File: config.mk
export PLATFORM = sky130hd
export DESIGN_NAME = cbus_arbiter
export DESIGN_NICKNAME = d
export VERILOG_FILES = /design/src/rtl/cbus_pkg.sv /design/src/rtl/cbus_arbiter_rr_picker.sv /design/src/rtl/cbus_arbiter.sv
export SDC_FILE = /design/constraint.sdc
export NUM_CORES = 1
export LEC_CHECK = 0
export ABC_AREA = 1
export CORE_AREA = 2 2 129 131
export CTS_BUF_LIST = sky130_fd_sc_hd__clkbuf_4 sky130_fd_sc_hd__clkbuf_8 sky130_fd_sc_hd__clkbuf_16
export CTS_CLUSTER_SIZE = 20
export DETAILED_ROUTE_END_ITERATION = 10
export DIE_AREA = 0 0 131 133
export GPL_TIMING_DRIVEN = 1
export PLACE_DENSITY_LB_ADDON = 0.05
export SLEW_MARGIN = 20
export SYNTH_ARGS = -nofsm -noshare
export SYNTH_HDL_FRONTEND = slang
export SYNTH_SLANG_ARGS = --single-unit
File: constraint.sdc
create_clock -name clk -period 1.7 [get_ports clk]
set_input_delay 0.51 -clock clk [delete_from_list [all_inputs] [get_ports clk]]
set_output_delay 0.51 -clock clk [all_outputs]
set_load 0.03 [all_outputs]
File: src/rtl/cbus_pkg.sv
// cbus_pkg
// Types and constants shared by the CBus arbiter and the logic around it.
//   cbus_req_t  : one upstream/downstream request (valid, is_write, size,
//                 addr, strobe, data, len)
//   cbus_resp_t : one response beat (ready, last, data)
//   arb_state_t : arbiter FSM states
package cbus_pkg;

    localparam int MAX_REQ = 8;

    // Transfer size encodings, AXI AxSIZE style (bytes = 2**size).
    localparam logic [2:0] SIZE_BYTE = 3'd0;
    localparam logic [2:0] SIZE_HALF = 3'd1;
    localparam logic [2:0] SIZE_WORD = 3'd2;

    typedef struct packed {
        logic        valid;
        logic        is_write;
        logic [2:0]  size;
        logic [31:0] addr;
        logic [3:0]  strobe;
        logic [31:0] data;
        logic [3:0]  len;
    } cbus_req_t;

    typedef struct packed {
        logic        ready;
        logic        last;
        logic [31:0] data;
    } cbus_resp_t;

    typedef enum logic {
        IDLE = 1'b0,
        BUSY = 1'b1
    } arb_state_t;

endpackage

File: src/rtl/cbus_arbiter_rr_picker.sv
// rr_picker
// Combinational round-robin selector. Scans the valid vector starting at
// the index just after last_sel (wrapping at NUM_REQ) and returns the first
// valid index found.
//   valid    : one request-valid bit per requester
//   last_sel : index granted most recently
//   sel_next : chosen index (meaningful only when any = 1)
//   any      : at least one requester is valid
module rr_picker
    import cbus_pkg::*;
#(
    parameter int NUM_REQ = 2,
    parameter int IDX_W   = (NUM_REQ > 1) ? $clog2(NUM_REQ) : 1
) (
    input  logic [NUM_REQ-1:0] valid,
    input  logic [IDX_W-1:0]   last_sel,
    output logic [IDX_W-1:0]   sel_next,
    output logic               any
);

    int cand;

    // Walk the candidates from farthest to nearest so that the nearest
    // valid one (highest priority) is the last to write sel_next.
    always_comb begin
        sel_next = '0;
        cand     = 0;
        for (int i = NUM_REQ; i >= 1; i--) begin
            cand = int'(last_sel) + i;
            if (cand >= NUM_REQ) begin
                cand = cand - NUM_REQ;
            end
            if (valid[cand]) begin
                sel_next = IDX_W'(cand);
            end
        end
    end

    assign any = |valid;

endmodule

File: src/rtl/cbus_arbiter.sv
// cbus_arbiter
// Shares one downstream CBus between NUM_REQ upstream requesters. A request
// is granted with round-robin priority, the grant is held until the
// downstream signals ready && last, and responses are routed only to the
// granted requester.
//   clk, resetn : clock and asynchronous active-low reset
//   ireqs       : upstream requests, one per requester
//   iresps      : upstream responses, all-zero except for the granted one
//   oreq        : downstream request (all-zero while idle)
//   oresp       : downstream response
module cbus_arbiter
    import cbus_pkg::*;
#(
    parameter int NUM_REQ = 2
) (
    input  logic       clk,
    input  logic       resetn,
    input  cbus_req_t  ireqs  [NUM_REQ],
    output cbus_resp_t iresps [NUM_REQ],
    output cbus_req_t  oreq,
    input  cbus_resp_t oresp
);

    localparam int IDX_W = (NUM_REQ > 1) ? $clog2(NUM_REQ) : 1;

    arb_state_t         state;
    logic [IDX_W-1:0]   sel;
    logic [IDX_W-1:0]   last_sel;
    logic [NUM_REQ-1:0] valid_vec;
    logic [IDX_W-1:0]   sel_next;
    logic               any_valid;

    always_comb begin
        valid_vec = '0;
        for (int j = 0; j < NUM_REQ; j++) begin
            valid_vec[j] = ireqs[j].valid;
        end
    end

    rr_picker #(
        .NUM_REQ (NUM_REQ),
        .IDX_W   (IDX_W)
    ) u_picker (
        .valid    (valid_vec),
        .last_sel (last_sel),
        .sel_next (sel_next),
        .any      (any_valid)
    );

    // last_sel resets to the highest index so requester 0 wins the first
    // arbitration. Returning to IDLE after the last beat, rather than
    // re-arbitrating in the same cycle, gives the mandatory idle cycle
    // between transactions.
    always_ff @(posedge clk or negedge resetn) begin
        if (!resetn) begin
            state    <= IDLE;
            sel      <= '0;
            last_sel <= IDX_W'(NUM_REQ - 1);
        end else begin
            case (state)
                IDLE: begin
                    if (any_valid) begin
                        sel      <= sel_next;
                        last_sel <= sel_next;
                        state    <= BUSY;
                    end
                end
                BUSY: begin
                    if (oresp.ready && oresp.last) begin
                        state <= IDLE;
                    end
                end
                default: state <= IDLE;
            endcase
        end
    end

    // Request and response paths are pure muxes gated by the state, so an
    // asynchronous reset clears them immediately and a response arriving
    // while idle is never routed anywhere.
    always_comb begin
        oreq = '0;
        if (state == BUSY) begin
            oreq = ireqs[sel];
        end
    end

    always_comb begin
        for (int j = 0; j < NUM_REQ; j++) begin
            iresps[j] = '0;
            if (state == BUSY && sel == IDX_W'(j)) begin
                iresps[j] = oresp;
            end
        end
    end

endmodule

# Word level (Yosys, flattened, before mapping)
# Cells that the tools add are included.
# totals
register_bits,3
inputBits,190
out_inout_bits,145
elab_cells,39
# classes
add_sub_neg,4
n_lt_le_gt_ge,5
n_mux,19
n_bitwise,3
n_reduce_logical,5
# op_table
op,count
$mux W77,4
$mux W34,2
$ge A32 B3 Y1 const B,2
$lt A32 B3 Y1 const B,2
$mux W32,2
$sub A32 B3 Y32 const B,2
$mux W1,10
$add A1 B2 Y3 const B,1
$logic_and A1 B1 Y1,3
$add A1 B1 Y2 const B,1
$ge A2 B2 Y1 const B,1
$not A1 Y1,2
$not A1 Y2,1
$pmux W1 S2,1
$reduce_and A2 Y1,1
$reduce_or A2 Y1,1

# Depth between registers and ports, before layout
# logic_depth
depth_word,8
mapped_depth,7
depth_no_buf,4

# By module
# Synthesis repeated with hierarchy kept, for this count alone.
# unflattened
cells_unflattened,393
hier_area_um2,1943.1
# modules_own_cells
module,instances,cells_each,area_each_um2
cbus_arbiter,1,390,1928.1
rr_picker,1,3,15.0

# Worst setup path after synthesis
# OpenSTA, ideal clock, no wires.
# synth_timing
path_kind,reg2out
from,reg sel
to,out iresps[37] (netlist bit)
t_arrival_ps,1208
required_time_ps,1190
path_slack_ps,-18
stages_incl_launch_ff,5
cell_sequence,dfrtp_1 -> inv_2 -> nand2_1 -> buf_2 -> nor2_1
# synth_rtl
element,line,text
start: declaration,cbus_arbiter.sv:27,logic [IDX_W-1:0] sel;
start signal: assignment,cbus_arbiter.sv:63,sel <= sel_next;
end: declaration,cbus_arbiter.sv:19,"output cbus_resp_t iresps [NUM_REQ],"

==> summary.md <==
| Metric | Value |
|---|---|
| Worst min path class | `reg2reg` |
| Post-cts hold buffer count | `0` |
| Met3 wire length | `1197 um` |
| Final Cell Area | `5822 sq um` |
| DIE AREA | `17420 sq um` |
| Chip height | `133 um` |
| Max-slew headroom | `0.7800` |
| NumNets Final | `904` |
| GPL Wtd Cong | `0.7599` |
| Crit. End Element | `output pin` |
| Via count | `3619` |
| Area leader, netlist | `nand2_1` |
| Topmost layer with routed signal wires | `met4` |
| Final Hold Fails | `0` |
| Maximum VDD drop | `0.6474 mV` |
| Unrepaired setup endpoints after global routing | `true` |
| Initial antenna violation count | `0` |
| Routed wire length | `12960 um` |
| Yosys top cell area share | `0.3637` |
| Fin crit period | `1.853 ns` |
| Worst EP arrival | `1.34 ns` |
| TNS Setup | `-15.91 ns` |
| Clock-pin slew on the worst setup and hold paths | `0.03 ns` |
| CTS root buffer | `clkbuf_16` |
| P_sw | `5.536 mW` |
| Post-Place Cell Area | `5009 sq um` |
| Peak Freq | `539.6 MHz` |
| H-tree Lvls | `1` |
| CTS Buf Count | `3` |
| Ys Warns | `0` |
| CP Launch Type | `flop` |
| I/O Buffers | `334` |
| CTS tree | `built` |
| Worst Path Required | `1.19 ns` |
| Placed Cells incl. Taps | `921` |
| Int Power | `4.346 mW` |
| Syn Area/Cell | `4.361 sq um` |
| Hold Worst Slack | `0.4637 ns` |
| Worst-path maximum fanout | `8` |
| Power share of the combinational group | `0.944` |
| Fin util | `0.3600` |
| First-pass GRT wire length | `17030 um` |
| Final Power | `9.882 mW` |
| # clock sinks | `3` |
| Cell count after synthesis | `381` |
| # DRC | `0` |
| Core area | `16170 sq um` |
| Initial Utilization | `0.1027` |
| DPL Wire Length | `9382 um` |
| # setup viols final | `145` |
| Routed wl met2 | `7333 um` |
| Worst-Margin Slew | `0.3265 ns` |
| Layout cells sized above 1 | `0.3394` |
| Sequential share of power | `0.017` |
| DR iter-0 viols | `92` |
| Die width | `131 um` |
| # rows | `47` |
| Max-Cap Viols | `0` |
| Wl on met1 | `4282 um` |
| Tcrit/Tclk final | `1.090` |
| Synth top area cells | `nand2_1, nand3_1, nor2_1` |
| Synth cell types | `14` |
| Leak | `3.003 nW` |
| Post-route antenna net violation count | `0` |
| Status | `finished with violations` |
| Area grow syn2layout | `250.4%` |
| # diodes | `0` |
| Fin cells | `933` |
| Clock Power Share | `0.039` |
| Flops & latches, synth | `3` |
| WL/cell | `13.89 um` |
| Drt first pass iters | `4` |
| Maximum number of pins on one net before global-route repair | `38` |
| Total gr overflow | `0` |
| Failing checks | `setup timing` |
| Sw frac | `0.5602` |
| Clock Latency Late Sink | `0.22 ns` |
| Critical path type | `reg2out` |
| Vias in the first global route | `3357` |
| Mapped Area | `1662 sq um` |
| Max Buffers Root-to-Sink | `2` |
| Fin Clk Skew | `0.0009047 ns` |
| Power per Cell Area | `1697 nW/um^2` |
| Syn nets | `571` |
| Post-synthesis sequential area ratio | `0.04593` |
| Min setup slack post-route | `-0.1533 ns` |
| GRT Overall Usage | `0.1230` |
| Final Slew Violations | `0` |
| Post-Place Worst Slack | `-0.1661 ns` |
| Vias/cell | `3.879` |
| Num ports | `335` |
==> sequential cells by signal, indices dropped and copies added (netlist names) <==
signal	cells
sel	1
state	1
last_sel	1
==> final cells by class <==
cell class                      instances  area (sq um)
Timing Repair Buffer                  359          3745
Fill cell                            1679         10350
Tap cell                              220         275.3
Clock buffer                            4         82.58
Inverter                               37         151.4
Multi-Input combinational cell        310          1489
Sequential cell                         3         78.83
==> routing by layer <==
| metal | vias to the layer above | track usage |
|---|---|---|
| met5 | - | 0 |
| met4 | 0 | 0.02305 |
| met3 | 10 | 0.02426 |
| met2 | 191 | 0.2611 |
| met1 | 1594 | 0.1171 |
| li1 | 1824 | - |
==> layout by cell type, fill, tap and decap left out, drive strengths merged <==
cell / n
nor2: 68
nand3: 78
clkdlybuf4s50: 171
o21ai: 2
clkinv: 1
dfrtp: 2
inv: 36
buf: 166
nand2: 162
dlymetal6s2s: 11
clkbuf: 8
dlygate4sd2: 7
dfstp: 1
==> what timing repair did <==
action                     CTS  global route
setup buffers                1             0
setup endpoints to repair  145           145
gates cloned                 3             4
pin swaps                   26            23
gates resized for setup    101            70
==> worst paths after layout <==
check / startpoint / to / slack, ns / cells after the start
setup / recovery: sel / oreq[51] / -0.15 / 6
min in group asynchronous: resetn / state / 0.47 / 1
hold reg to reg: last_sel / last_sel / 0.46 / 2
hold / removal: last_sel / last_sel / 0.46 / 2
setup reg to reg: state / sel / 0.62 / 5
max in group asynchronous: resetn / last_sel / 1.01 / 1
==> synthesized netlist by cell type <==
| cell type | instances |
|---|---|
| buf_4 | 3 |
| dfstp_2 | 1 |
| buf_2 | 14 |
| buf_6 | 4 |
| nor2_1 | 68 |
| nand3_1 | 78 |
| o21ai_0 | 2 |
| buf_1 | 1 |
| nand2_4 | 1 |
| dfrtp_1 | 2 |
| inv_2 | 2 |
| clkbuf_1 | 9 |
| nand2_1 | 161 |
| inv_1 | 35 |
==> power groups by stage <==
| stage | Sequential [mW] | Clock, mW | Combinational [mW] |
|---|---|---|---|
| 2_1_floorplan | 0.136 | 0 | 4.62 |
| 3_3_place_gp | 0.162 | 0 | 7.90 |
| 3_5_place_dp | 0.163 | 0 | 7.87 |
| 4_1_cts | 0.174 | 0.393 | 8.90 |
| 5_1_grt | 0.176 | 0.396 | 9.86 |
| 6_report | 0.169 | 0.386 | 9.33 |
==> kinds of logic after synthesis <==
logic type	after synthesis	synth area share
flip-flops	3	0.04594
buffers and inverters	68	0.1890
AO/OA/AOI/OAI	2	0.006024
AND/OR/NAND/NOR	308	0.7590
==> worst max-delay path: stages, from the launching register on <==
cell and delay (ns):
dfrtp_2 0.41, clkinv_4 0.12, buf_12 0.16, clkbuf_16 0.17, nand3_2 0.07, nand2_2 0.05
buf_6 0.13
Power figures use the tool's default switching activity.
